[src/rtl/enemy_clk_monitor.sv]
// Enemy clock monitor: measures period/high time of an async square wave.
// Optional duty-cycle qualification for lock: define ENEMY_CLK_DUTY_CHECK_EN.
module enemy_clk_monitor #(
  parameter logic [26:0] W      = 27'd999999,
  parameter logic [26:0] TOL    = 27'd16,
  parameter int unsigned LOCK_N = 4
) (
  input  logic        clock_in,
  input  logic        reset_n,
  input  logic        y_in,
  output logic [26:0] period_out,
  output logic [26:0] high_out,
  output logic        valid,
  output logic        locked,
  output logic        stall
);

  typedef enum logic [1:0] {
    IDLE,
    MEASURE,
    LOCK,
    STALL
  } state_t;

  localparam logic [26:0] CMAX  = '1;
  localparam logic [27:0] LIM   = {W, 1'b0};
  localparam logic [26:0] P_LO  = (W > TOL) ? W - TOL : '0;
  localparam logic [27:0] P_HI  = {1'b0, W} + {1'b0, TOL};
`ifdef ENEMY_CLK_DUTY_CHECK_EN
  localparam logic [26:0] HALF  = W >> 1;
  localparam logic [26:0] D_LO  = (HALF > TOL) ? HALF - TOL : '0;
  localparam logic [27:0] D_HI  = {1'b0, HALF} + {1'b0, TOL};
`endif

  state_t      state, state_n;
  logic [15:0] streak, streak_n, streak_inc;
  logic [26:0] pcnt, hcnt;
  logic        s1, s2, s3, rise;
  logic        valid_n, in_rng, over;

  assign locked     = (state == LOCK);
  assign stall      = (state == STALL);
  assign streak_inc = streak + 16'd1;
  assign over       = {1'b0, pcnt} > LIM;

  always_comb begin
    in_rng = (pcnt >= P_LO) && ({1'b0, pcnt} <= P_HI);
`ifdef ENEMY_CLK_DUTY_CHECK_EN
    in_rng = in_rng && (hcnt >= D_LO) && ({1'b0, hcnt} <= D_HI);
`endif
  end

  always_comb begin
    state_n  = state;
    streak_n = streak;
    valid_n  = 1'b0;
    unique case (state)
      IDLE: begin
        if (rise) begin
          state_n  = MEASURE;
          streak_n = '0;
        end
      end
      MEASURE: begin
        if (rise) begin
          valid_n = 1'b1;
          if (in_rng) begin
            streak_n = streak_inc;
            if (streak_inc >= 16'(LOCK_N))
              state_n = LOCK;
          end else begin
            streak_n = '0;
          end
        end else if (over) begin
          state_n  = STALL;
          streak_n = '0;
        end
      end
      LOCK: begin
        if (rise) begin
          valid_n = 1'b1;
          if (!in_rng) begin
            state_n  = MEASURE;
            streak_n = '0;
          end
        end else if (over) begin
          state_n  = STALL;
          streak_n = '0;
        end
      end
      STALL: begin
        // measurement spanning the stall is meaningless, drop it
        if (rise) begin
          state_n  = MEASURE;
          streak_n = '0;
        end
      end
      default: state_n = IDLE;
    endcase
  end

  always_ff @(posedge clock_in) begin
    if (!reset_n) begin
      s1         <= 1'b0;
      s2         <= 1'b0;
      s3         <= 1'b0;
      rise       <= 1'b0;
      state      <= IDLE;
      streak     <= '0;
      pcnt       <= '0;
      hcnt       <= '0;
      period_out <= '0;
      high_out   <= '0;
      valid      <= 1'b0;
    end else begin
      s1     <= y_in;
      s2     <= s1;
      s3     <= s2;
      rise   <= s2 & ~s3;
      state  <= state_n;
      streak <= streak_n;
      valid  <= valid_n;
      if (valid_n) begin
        period_out <= pcnt;
        high_out   <= hcnt;
      end
      // s3 is the level aligned with the registered rise
      if (rise) begin
        pcnt <= 27'd1;
        hcnt <= 27'd1;
      end else if (state != IDLE) begin
        if (pcnt != CMAX)
          pcnt <= pcnt + 27'd1;
        if (s3 && hcnt != CMAX)
          hcnt <= hcnt + 27'd1;
      end
    end
  end

endmodule

[config.mk]
export PLATFORM = sky130hd
export DESIGN_NAME = enemy_clk_monitor
export DESIGN_NICKNAME = d
export VERILOG_FILES = /design/src/rtl/enemy_clk_monitor.sv
export SDC_FILE = /design/constraint.sdc
export NUM_CORES = 1
export LEC_CHECK = 0
export ABC_CLOCK_PERIOD_IN_PS = 4059
export CAP_MARGIN = 15
export CELL_PAD_IN_SITES_DETAIL_PLACEMENT = 2
export CELL_PAD_IN_SITES_GLOBAL_PLACEMENT = 2
export CORE_MARGIN = 8
export CORE_UTILIZATION = 37
export CTS_CLUSTER_DIAMETER = 100
export DETAILED_ROUTE_END_ITERATION = 10
export PLACE_DENSITY = 0.88
export SLEW_MARGIN = 20
export SYNTH_ARGS = -nofsm -noshare
export SYNTH_HDL_FRONTEND = slang
export SYNTH_SLANG_ARGS = --single-unit
[constraint.sdc]
create_clock -name clock_in -period 4.06 [get_ports clock_in]
set_clock_uncertainty 0.1 [all_clocks]
set_input_delay 1.015 -clock clock_in [delete_from_list [all_inputs] [get_ports clock_in]]
set_output_delay 1.015 -clock clock_in [all_outputs]
set_load 0.05 [all_outputs]
* After elaboration in Yosys (flattened, before gate mapping)
Index checks and enable logic that the tools add are counted.
Cells by class: mux-type cells 23, magnitude comparators 4, bitwise operators 3, equality and inequality tests 9, add/sub/neg operators 3, reductions and logical operators 16
Operator list (count):
- 16-bit two-way mux | 6
- 27-bit by 1-bit adder with 27-bit output (second input constant) | 2
- 27-bit inequality test (second input constant) | 2
- 16-bit one-hot mux with 3 select lines | 1
- 27-bit by 20-bit >= comparator with 1-bit output (second input constant) | 1
- 27-bit by 21-bit greater-than comparator with 1-bit output (second input constant) | 1
- 27-bit by 20-bit less-or-equal comparator with 1-bit output (second input constant) | 1
- 16-bit by 1-bit adder with 16-bit output (second input constant) | 1
- 16-bit by 3-bit >= comparator with 1-bit output (second input constant) | 1
- 2-bit two-way mux | 7
- 2-bit AND reduction | 5
- 3-bit inequality test (second input constant) | 3
- 1-bit two-way mux | 8
- 2-bit nonzero test | 4
- 2-bit one-hot mux with 3 select lines | 1
- 2-bit OR reduction | 3
- 2-bit == test (second input constant) | 2
- 4-bit AND reduction | 1
- 2-bit by 1-bit == test with 1-bit output (second input constant) | 1
- 1-bit logical AND | 2
- 2-bit logical NOT | 1
- 2-bit by 1-bit inequality test with 1-bit output (second input constant) | 1
- 1-bit inverter | 2
- 1-bit bitwise AND | 1
Word-level totals: output and inout port bits 57, logic and storage cells 71, input port bits 3, flip-flop bits (word level) 131

* Depth between registers and ports, before layout
depth in word-level cells 6, depth in mapped cells 9, mapped depth without buffers 8

* Least setup slack after synthesis
OpenSTA, ideal clock, no wires.
path type reg2reg, from register pcnt[7], to register streak[0], slack 1681 ps, required time 3901 ps, cell stages (with the launch flop) 10, clock period less this slack 2379 ps, path buffers 2, arrival time 2220 ps, setup time 59 ps, cells stage by stage dfxtp_1 -> buf_6 -> or3_1 -> or3b_1 -> o41ai_2 -> o21bai_1 -> o21a_1 -> o21ai_4 -> buf_6 -> mux2_1
Between the ends: word-level cells in the longest chain between the ends 5, elaborated cells between the ends (all ways) 11, those cells by class order compare: 3; eq/ne: 1; mux: 5; reduce/logical: 2
Ends and longest elaborated chain:
- start: declaration | line 37 | logic [26:0] pcnt, hcnt;
- start signal: assignment | line 133 | pcnt <= pcnt + 27'd1;
- 27-bit by 20-bit >= comparator with 1-bit output or 27-bit by 20-bit less-or-equal comparator with 1-bit output (tied branches) | line 47 | in_rng = (pcnt >= P_LO) && ({1'b0, pcnt} <= P_HI);
- 1-bit logical AND | line 47
- 16-bit two-way mux | line 67 | if (in_rng) begin
- 16-bit two-way mux | line 65 | if (rise) begin
- 16-bit one-hot mux with 3 select lines | line 57 | unique case (state)
- end signal: assignment | line 121 | streak <= streak_n;
- end: declaration | line 36 | logic [15:0] streak, streak_n, streak_inc;
Several ways; a longest one is shown, not always the timed one. A chain may end at the register's enable or synchronous reset.

* Final worst setup path
from register state[1], to output port locked
Between the ends: word-level cells in the longest chain between the ends 1
Ends and longest elaborated chain:
- start: declaration | line 35 | state_t state, state_n;
- start signal: assignment | line 120 | state <= state_n;
- 2-bit == test | line 41 | assign locked = (state == LOCK);
- end: declaration | line 14 | output logic locked,
Every way passes these cells.

==> run metrics <==
clk_lat worst skew 420 ps; row count 46; Core ar. 15900 um2; Crit Path Category register to output pin; Post-DP HPWL around 13000 um; Via-to-Cell Ratio about 5.6; synthesized area per cell around 8.3 um2; Vias approximately 5500; Worst Hold Class register to register; IO buf count 59; I/O pin cnt 60; DIE HEIGHT between 100 and 150 um; CP max stage cell clkdlybuf4s50_1; max incr delay on CP approximately 900 ps; unrepaired setup endpoints after global routing false; CTS tree yes; final WL roughly 20000 um; first-pass GRT wire length 32900 um; grt ovf 0; mapped cell area about 6000 um2; Clock Tree Root clkbuf_16; hold_ws roughly 310 ps; Synth Area in Simple Gates 27.6%; Fin. Hold Viols 0; CP startpoint kind register; Crit Path Max Fanout 6; synth warn 0; Final setup viols 0; share of cells above drive strength 1 between 5 and 6%; Critical Path RT 2940 ps; post-detailed-route count of antenna-violating nets 0; Avg WL per Cell about 20 um; DR iter-0 viols 249; Max Freq 0.308 GHz; synthesis-to-layout area growth 21.0%; pin count of the biggest net entering global routing between 50 and 60; hold_buf cts 0; n_diodes 0; Mapped Cells just over 700; total negative slack 0 ps; post-synthesis sequential area ratio a little over two fifths; clock-pin slew on the worst setup and hold paths approximately 50 ps; PD cells about 410 nW/um2; H-tree depth 4; leakage power ~0.0025 uW; die area around 21000 um2; vias in the first global route between 6000 and 7000; final net count 774; Post-Syn Nets about 740; Distinct cells, synth 54; GRT Total Usage between 20 and 25%; Slew headroom between 40% and 50%; Synth Area in Adders under 10%; Worst Setup End Kind output pin; Post-CTS Setup Inserts 0; GPL Wtd Cong approximately 0.81; chip width approximately 140 um; max_cap viols 0; XOR/XNOR share of the synthesized area roughly 6.7%; EDFF count, synth 0; clock tree sinks roughly 130; Area contributors post-synth dfxtp_1 44%, nand2_1 8.7%, a21boi_0 7.0%; final max-slew violation count 0; share of the synthesized area in the top cell type a little over two fifths; Initial Utilization a little under two fifths; Yosys reg bits around 130; largest area contributor in the netlist dfxtp_1; Worst Max-Slew Pin Slew approximately 860 ps; cell family with most CP delay buffers and inverters; outcome complete, no violations; asr flop ratio synth 0%; Clock Path Buffers 2; Peak VDD IR ~0.30 mV; largest family of logic cells by synthesized area simple AND/OR/NAND/NOR gates; worst path bufs/invs 1; DRC 0; crit path DAT between 2000 and 2500 ps; post_cts resized 0; drt pass-1 iters 4; initial antenna violation count 0; CTS Buf Count 17; Main synth FF type dfxtp_1; Tcrit/Tclk final ~80%; mux cell area share after synthesis less than 1%; min Tclk post-route around 3200 ps; post-synthesis compound-gate area fraction approximately 16%; worst path cell trace ha_1, clkdlybuf4s50_1
[placed cells by master (no fill, tap or decap), drive strengths merged, types with 6 or more instances in the layout]
cell,synthesis,final
a21oi,16,16
nand3,25,25
clkbuf,35,27
ha,8,8
nor2,60,60
a21o,6,6
and2,10,10
nor4,9,9
o21ai,14,14
nand2,139,139
a211o,9,9
xnor2,27,27
a21boi,57,57
clkdlybuf4s50,0,58
nand4,22,22
xor2,19,19
or3,13,13
inv,16,16
nor3,25,25
and4,8,8
and3,21,21
dfxtp,131,131
[synth_stat cells (4+ instances only)]
master / number
a21boi_0: 56
a21o_1: 6
o21ai_0: 12
nor4_1: 9
a211o_1: 9
nor3b_1: 4
nand2b_1: 4
xor2_1: 19
xnor2_1: 27
dfxtp_1: 131
nor3_1: 25
clkbuf_1: 35
and2_1: 10
ha_1: 8
and4_1: 8
a31oi_1: 4
nand2_1: 139
a21oi_1: 16
nor2_1: 60
nand3_1: 25
and3_1: 21
or3_1: 13
nand4_1: 22
inv_1: 16
[sequential cells by signal (all words and copies together), names as in the netlist]
| register | cells |
|---|---|
| state | 2 |
| period_out | 27 |
| valid | 1 |
| high_out | 27 |
| hcnt | 27 |
| s2 | 1 |
| s3 | 1 |
| pcnt | 27 |
| rise | 1 |
| s1 | 1 |
| streak | 16 |
[kinds of logic after synthesis]
| kind of cell | Yosys count |
|---|---|
| compound gates | 130 |
| xor+xnor | 46 |
| fa+ha+maj | 8 |
| buf+inv | 59 |
| flops | 131 |
| mux | 3 |
| simple gates | 349 |
[layer usage]
metal  part of all wire (%)  global-route usage [%]  vias to the layer above
li1                       -                       -                     2584
met1                     44                    23.4                     2786
met2                     50                    35.7                      104
met3                    4.1                    3.95                       31
met4                    1.9                    7.86                        0
met5                      0                       0                        -
[report_power, final]
group	internal [uW]	switching, uW
Sequential	1300	21.0
Combinational	69.8	157
Clock	903	556
Total	2270	734
[layout make-up]
cell class | count | area (um2)
fillers | 1746 | 8590
multi-input cells | 536 | 3190
flip-flops and latches | 131 | 2620
repair buffers | 61 | 601
clock buffers | 27 | 503
well taps | 216 | 270
inverters | 16 | 60.1
clock inverters | 4 | 47.5
[final timing paths]
check | from | slack [ps] | cells after the start | endpoint
max reg2reg | pcnt[10]$_SDFFE_PP0P_ | 840 | 6 | streak[14]$_SDFFE_PN0P_
max | state[1]$_SDFFE_PN0P_ | 810 | 2 | locked
min reg2reg | s3$_SDFF_PN0_ | 310 | 1 | rise$_SDFF_PN0_
min | s3$_SDFF_PN0_ | 310 | 1 | rise$_SDFF_PN0_
[metrics by stage]
step	total power, uW	setup slack (ps)	utilization [%]	std cells	cell area (um2)
floorplan	1490	1680	-	726	6020
CTS	3020	817	45.8	991	7270
finish	3010	813	45.9	991	7290
global placement	1540	1240	42.3	960	6720
detailed placement	1560	1100	42.3	960	6720
global route	3110	690	45.9	991	7290
Power figures use the tool's default switching activity.
